--- config.mk ---
export PLATFORM = sky130hd
export DESIGN_NAME = logic_unit_arbiter_flat
export DESIGN_NICKNAME = d
export VERILOG_FILES = /design/src/rtl/logic_unit_arbiter_if.sv /design/src/rtl/logic_unit_arbiter.sv /design/src/flat_wrapper.sv
export SDC_FILE = /design/constraint.sdc
export NUM_CORES = 1
export LEC_CHECK = 0
export CAP_MARGIN = 20
export CORE_UTILIZATION = 30
export CTS_CLUSTER_DIAMETER = 50
export DETAILED_ROUTE_END_ITERATION = 16
export GPL_TIMING_DRIVEN = 0
export SLEW_MARGIN = 15
export SYNTH_ARGS = -nofsm -noshare
export SYNTH_HDL_FRONTEND = slang
export SYNTH_SLANG_ARGS = --single-unit
--- constraint.sdc ---
create_clock -name clk -period 1.9 [get_ports clk]
set_clock_uncertainty 0.2 [all_clocks]
set_input_delay 0.38 -clock clk [delete_from_list [all_inputs] [get_ports clk]]
set_output_delay 0.38 -clock clk [all_outputs]
set_load 0.005 [all_outputs]
--- src/rtl/logic_unit_arbiter_if.sv ---
// Request/response bundle for logic_unit_arbiter: two requester channels and one
// shared response channel tagged with the issuing requester's ID.
interface logic_unit_arbiter_if #(
    parameter int WIDTH = 8
);
    logic             req0_valid;
    logic             req0_ready;
    logic [1:0]       req0_op;
    logic [WIDTH-1:0] req0_a;
    logic [WIDTH-1:0] req0_b;

    logic             req1_valid;
    logic             req1_ready;
    logic [1:0]       req1_op;
    logic [WIDTH-1:0] req1_a;
    logic [WIDTH-1:0] req1_b;

    logic             rsp_valid;
    logic             rsp_ready;
    logic             rsp_id;
    logic [WIDTH-1:0] rsp_data;
    logic             rsp_err;

    modport master (
        output req0_valid, req0_op, req0_a, req0_b,
        output req1_valid, req1_op, req1_a, req1_b,
        output rsp_ready,
        input  req0_ready, req1_ready,
        input  rsp_valid, rsp_id, rsp_data, rsp_err
    );

    modport slave (
        input  req0_valid, req0_op, req0_a, req0_b,
        input  req1_valid, req1_op, req1_a, req1_b,
        input  rsp_ready,
        output req0_ready, req1_ready,
        output rsp_valid, rsp_id, rsp_data, rsp_err
    );
endinterface

--- src/rtl/logic_unit_arbiter.sv ---
// Round-robin arbiter sharing one bitwise logic unit (AND/OR/NOT/XOR) between two requesters.
// Define LOGIC_UNIT_ARBITER_XOR_EN to build the XOR datapath; otherwise op 11 reports an error.
module logic_unit_arbiter #(
    parameter int WIDTH = 8
) (
    input  logic                 clk,
    input  logic                 rst,
    logic_unit_arbiter_if.slave  bus
);

    typedef enum logic [1:0] {
        IDLE = 2'd0,
        EXEC = 2'd1,
        RESP = 2'd2
    } state_t;

    state_t           state;
    state_t           state_next;
    logic             last_grant;
    logic             grant;
    logic             accept;
    logic [1:0]       cap_op;
    logic [WIDTH-1:0] cap_a;
    logic [WIDTH-1:0] cap_b;
    logic             cap_id;
    logic [WIDTH-1:0] unit_result;
    logic             unit_err;

    // Under contention the requester that did not win last time goes first.
    always_comb begin
        grant = 1'b0;
        if (bus.req0_valid && bus.req1_valid) begin
            grant = ~last_grant;
        end else begin
            grant = bus.req1_valid;
        end
    end

    assign bus.req0_ready = (state == IDLE) && bus.req0_valid && !grant && !rst;
    assign bus.req1_ready = (state == IDLE) && bus.req1_valid &&  grant && !rst;
    assign accept         = bus.req0_ready || bus.req1_ready;
    assign bus.rsp_valid  = (state == RESP);

    always_comb begin
        state_next = state;
        case (state)
            IDLE:    if (accept) state_next = EXEC;
            EXEC:    state_next = RESP;
            RESP:    if (bus.rsp_ready) state_next = IDLE;
            default: state_next = IDLE;
        endcase
    end

    always_comb begin
        unit_result = '0;
        unit_err    = 1'b0;
        case (cap_op)
            2'b00: unit_result = cap_a & cap_b;
            2'b01: unit_result = cap_a | cap_b;
            2'b10: unit_result = ~cap_a;
`ifdef LOGIC_UNIT_ARBITER_XOR_EN
            2'b11: unit_result = cap_a ^ cap_b;
`else
            2'b11: begin
                unit_result = '0;
                unit_err    = 1'b1;
            end
`endif
            default: unit_result = '0;
        endcase
    end

    // Reset also clears the response registers so an in-flight result is discarded.
    always_ff @(posedge clk) begin
        if (rst) begin
            state        <= IDLE;
            last_grant   <= 1'b1;
            cap_op       <= 2'b00;
            cap_a        <= '0;
            cap_b        <= '0;
            cap_id       <= 1'b0;
            bus.rsp_data <= '0;
            bus.rsp_id   <= 1'b0;
            bus.rsp_err  <= 1'b0;
        end else begin
            state <= state_next;
            if (accept) begin
                cap_op     <= grant ? bus.req1_op : bus.req0_op;
                cap_a      <= grant ? bus.req1_a  : bus.req0_a;
                cap_b      <= grant ? bus.req1_b  : bus.req0_b;
                cap_id     <= grant;
                last_grant <= grant;
            end
            if (state == EXEC) begin
                bus.rsp_data <= unit_result;
                bus.rsp_id   <= cap_id;
                bus.rsp_err  <= unit_err;
            end
        end
    end

endmodule

--- src/flat_wrapper.sv ---
// flat-port wrapper written by rule: the top's interface ports become plain ports
module logic_unit_arbiter_flat 
#(
    parameter int WIDTH = 8
)
  (clk, rst, bus_req0_valid, bus_req0_op, bus_req0_a, bus_req0_b, bus_req1_valid, bus_req1_op, bus_req1_a, bus_req1_b, bus_rsp_ready, bus_req0_ready, bus_req1_ready, bus_rsp_valid, bus_rsp_id, bus_rsp_data, bus_rsp_err);
  logic_unit_arbiter_if #(.WIDTH(WIDTH)) bus_i ();
  input  logic clk;
  input  logic rst;
  input wire logic [$bits(bus_i.req0_valid)-1:0] bus_req0_valid;
  input wire logic [$bits(bus_i.req0_op)-1:0] bus_req0_op;
  input wire logic [$bits(bus_i.req0_a)-1:0] bus_req0_a;
  input wire logic [$bits(bus_i.req0_b)-1:0] bus_req0_b;
  input wire logic [$bits(bus_i.req1_valid)-1:0] bus_req1_valid;
  input wire logic [$bits(bus_i.req1_op)-1:0] bus_req1_op;
  input wire logic [$bits(bus_i.req1_a)-1:0] bus_req1_a;
  input wire logic [$bits(bus_i.req1_b)-1:0] bus_req1_b;
  input wire logic [$bits(bus_i.rsp_ready)-1:0] bus_rsp_ready;
  output wire logic [$bits(bus_i.req0_ready)-1:0] bus_req0_ready;
  output wire logic [$bits(bus_i.req1_ready)-1:0] bus_req1_ready;
  output wire logic [$bits(bus_i.rsp_valid)-1:0] bus_rsp_valid;
  output wire logic [$bits(bus_i.rsp_id)-1:0] bus_rsp_id;
  output wire logic [$bits(bus_i.rsp_data)-1:0] bus_rsp_data;
  output wire logic [$bits(bus_i.rsp_err)-1:0] bus_rsp_err;
  assign bus_i.req0_valid = bus_req0_valid;
  assign bus_i.req0_op = bus_req0_op;
  assign bus_i.req0_a = bus_req0_a;
  assign bus_i.req0_b = bus_req0_b;
  assign bus_i.req1_valid = bus_req1_valid;
  assign bus_i.req1_op = bus_req1_op;
  assign bus_i.req1_a = bus_req1_a;
  assign bus_i.req1_b = bus_req1_b;
  assign bus_i.rsp_ready = bus_rsp_ready;
  assign bus_req0_ready = bus_i.req0_ready;
  assign bus_req1_ready = bus_i.req1_ready;
  assign bus_rsp_valid = bus_i.rsp_valid;
  assign bus_rsp_id = bus_i.rsp_id;
  assign bus_rsp_data = bus_i.rsp_data;
  assign bus_rsp_err = bus_i.rsp_err;
  logic_unit_arbiter #(.WIDTH(WIDTH)) u_core (.clk(clk), .rst(rst), .bus(bus_i));
endmodule
==> key figures, run 1 <==
Drt
  • Vias: 1545
  • Final WL: 4243 µm
  • Wire per inst: 13.26 µm
  • DRT iter0 DRCs: 66
  • DRC: 0
  • Drt pass-1 iters: 5
  • Via density: 4.828
  • Post-route ant nets: 0

Placed design
  • Dpl ws: -988.6 ps
  • Gpl congestion: 0.7449
  • Placed insts: 311
  • DP HPWL: 3088 µm
  • # port buffers: 52

Finish
  • Commonest non-fill, non-tap cell in the layout: clkdlybuf4s50_1
  • Share of layout cells above drive strength 1: 18.00%
  • Nets@finish: 291
  • Non-filler instance count after layout: 320
  • Fillers: 545
  • Synthesis-to-finish area growth: 46.72%
  • Ant. Diodes: 0
  • Commonest non-fill, non-tap cells in the layout: 47 x clkdlybuf4s50_1, 41 x nand2_1, 29 x dfxtp_1
  • Register area: 649.4 µm²
  • Multi-input gate area: 899.6 µm²

Die
  • Io pins: 54
  • Die Y: 75.49 µm
  • Die width: 75.49 µm
  • Row count: 26
  • Total core area: 5140 µm²
  • Starting density of the core: 31.52%
  • Die area: 5699 µm²

Setup path
  • WS Path Type: flop to primary output
  • Critical path data required time: 1320 ps
  • Worst setup SP type: flop
  • Flop2flop setup slack: 230 ps
  • Critical path buffers and inverters: 1
  • Reg2reg start: u_core.cap_op[0]$_SDFFE_PP0P_
  • Worst R2R Path Depth: 5
  • Max stage delay cell, worst path: or3b_4
  • Number of stages on the worst setup path: 3
  • CP delay by family, top: simple AND/OR/NAND/NOR gates
  • Reg-to-Reg End: u_core.bus.rsp_data[1]$_SDFFE_PP0N_
  • Peak per-stage delay on the critical path: 410 ps
  • Crit path DAT: 1300 ps
  • Crit-path cells: or3b_4, nor3_2, buf_2
  • CP max FO: 6
  • Critical Path Sink Type: primary output

Synth
  • Post-synth ARST share: 0%
  • Synth warn: 0
  • Post-synthesis mux area share: 3.707%
  • Synth Area in Simple Gates: 18.22%
  • Ys flop type: dfxtp_1
  • Syn Inst Count: 189
  • Complex-gate fraction of the synthesized area: 27.26%
  • Syn nets: 230
  • Flops & latches, synth: 32
  • Post-synth EDFFs: 0
  • Yosys cell types: 32
  • Average size of a mapped cell: 8.573 µm²
  • Syn Std Cell Area: 1620 µm²
  • XOR/XNOR Fraction of Synth Area: 0%
  • Main combinational cell family by area after synthesis: compound AO/OA/AOI/OAI gates
  • Adder-cell share of the synthesized area: 4.324%
  • Seq/Total Area, Yosys: 39.54%

STA
  • Fin. max-slew vios: 0
  • Min Clock Period, post-route: 1877 ps
  • Tcrit/Tclk final: 98.80%
  • Relative slew slack: 64.44%
  • Final hold vios: 0
  • Worst-Margin Slew: 533.4 ps
  • PnR worst setup slack: 22.72 ps
  • Highest clock rate: 0.5327 GHz
  • Setup violators final: 0
  • Final TNS setup: 0 ps
  • RSZ-0062 raised after global routing: yes

Power and ir drop
  • Peak VDD IR: 0.2681 mV
  • Power Dens Cells: 727.9 nW/µm²
  • Leakage power: 0.8642 nW

Clock network
  • Clk slew on worst S/H paths: 60 ps
  • Htree depth: 2
  • Clk buf depth: 2
  • TritonCTS clock tree: yes
  • CTS buffer count: 5
  • Clk sinks: 32
  • Root buffer cell: clkbuf_8
  • Clk Latency, worst-skew pair: 280 ps

Min path
  • Worst Hold Depth: 2
  • Hold Startpoint: u_core.bus.rsp_err$_SDFFE_PP0N_
  • Hold WC Path Type: flop to flop
  • Hold Path End: u_core.bus.rsp_err$_SDFFE_PP0N_

Status
  • Status: finished clean

Global route
  • First-pass GRT wire length: 6941 µm
  • GR Util All Layers: 16.60%
  • Antenna violations before repair: 0
  • Largest net degree at the start of global routing: 19
  • GRT overflow: 0
  • Vias in the first global route: 1469

Job
  • Max-Cap Viols: 0
[worst reg2reg max path: stages, from the launching register on]
cell and delay (ps):
dfxtp_1 300, clkbuf_1 340, buf_2 300, nor2_1 70, mux2i_1 220, a211oi_1 110
[kinds of logic (layout without fill, tap and decap cells)]
| kind of cell | after synthesis | in the layout |
|---|---|---|
| and+or+nand+nor | 69 | 69 |
| DFF | 32 | 32 |
| buffers and inverters | 19 | 80 |
| muxes | 6 | 6 |
| AOI/OAI and AO/OA | 56 | 56 |
| adders and majority gates | 7 | 7 |
[metrics by stage]
step | instance area (µm²) | total power [W] | hold slack, ps | util [%]
floorplan | 1620 | 0.001049 | 231.5 | -
global placement | 2228 | 0.001237 | 239.3 | 43.35
detailed placement | 2228 | 0.001244 | 246.8 | 43.35
CTS | 2370 | 0.001742 | 255.4 | 46.11
global route | 2377 | 0.001833 | 287.8 | 46.25
finish | 2377 | 0.001730 | 250.7 | 46.25
[timing repair]
| action | 4_1_cts | 5_1_grt |
|---|---|---|
| cloned | 0 | 0 |
| pin swaps | 1 | 0 |
| endpoints found under the setup margin | 10 | 2 |
| resized for setup | 31 | 2 |
| setup buffers | 3 | 0 |
| hold buffers | 0 | 0 |
[flip-flops by register name (all words and copies together), names as in the netlist]
register             count
u_core.last_grant        1
u_core.bus.rsp_id        1
u_core.bus.rsp_err       1
u_core.cap_a             8
u_core.cap_op            2
u_core.cap_b             8
u_core.state             2
u_core.bus.rsp_data      8
u_core.cap_id            1
[cell usage after synthesis (2+ instances only)]
cell / instances / area (µm²)
nand2_1: 41 / 153.9
dfxtp_1: 32 / 640.6
a21oi_1: 23 / 115.1
nor2_1: 16 / 60.06
a311oi_1: 9 / 78.83
a311oi_2: 9 / 135.1
buf_2: 8 / 40.04
a211oi_1: 7 / 52.55
maj3_1: 7 / 70.07
mux2i_1: 6 / 60.06
clkbuf_1: 5 / 18.77
nor2b_1: 3 / 18.77
buf_6: 2 / 22.52
nand2b_1: 2 / 12.51
o21ai_0: 2 / 10.01
[metal layers]
metal	vias to the layer above	GRT usage, %	part of all wire [%]
met1	698	20.92	47
met3	6	3.307	4.8
met4	0	6.379	1.3
li1	793	-	-
met5	-	0	0
met2	48	27.98	47
[power breakdown]
part / internal, W / switching, W
logic: 0.000251 / 0.000213
clock network: 0.000248 / 0.000234
registers: 0.000735 / 0.0000490
[final cells by class]
class / instances / area share, %
flip-flops and latches: 32 / 27.32
clock inverters: 1 / 0.2105
clock buffers: 6 / 3.053
well taps: 70 / 3.684
multi-input cells: 138 / 37.84
repair buffers: 55 / 22.74
plain buffers: 18 / 5.158
[how the worst max path moves through the flow]
stage | startpoint | endpoint | slack, ps
after floorplan | rst | bus_req1_ready | 190
after global placement | bus_req1_valid | bus_req1_ready | -970
after detailed placement | bus_req1_valid | bus_req1_ready | -990
after CTS | u_core.state[1]$_SDFFE_PP0P_ | bus_rsp_valid | -8
after global routing | u_core.state[1]$_SDFFE_PP0P_ | bus_req0_ready | -40
final | u_core.state[1]$_SDFFE_PP0P_ | bus_req0_ready | 20
(Power assumes the default switching activity.)
==> inputs of run 2 (changes only) <==
Settings changed: ABC_CLOCK_PERIOD_IN_PS set to 1900.
==> results of run 2 <==
Final layout, timing and power as in run 1 (identical DEF).
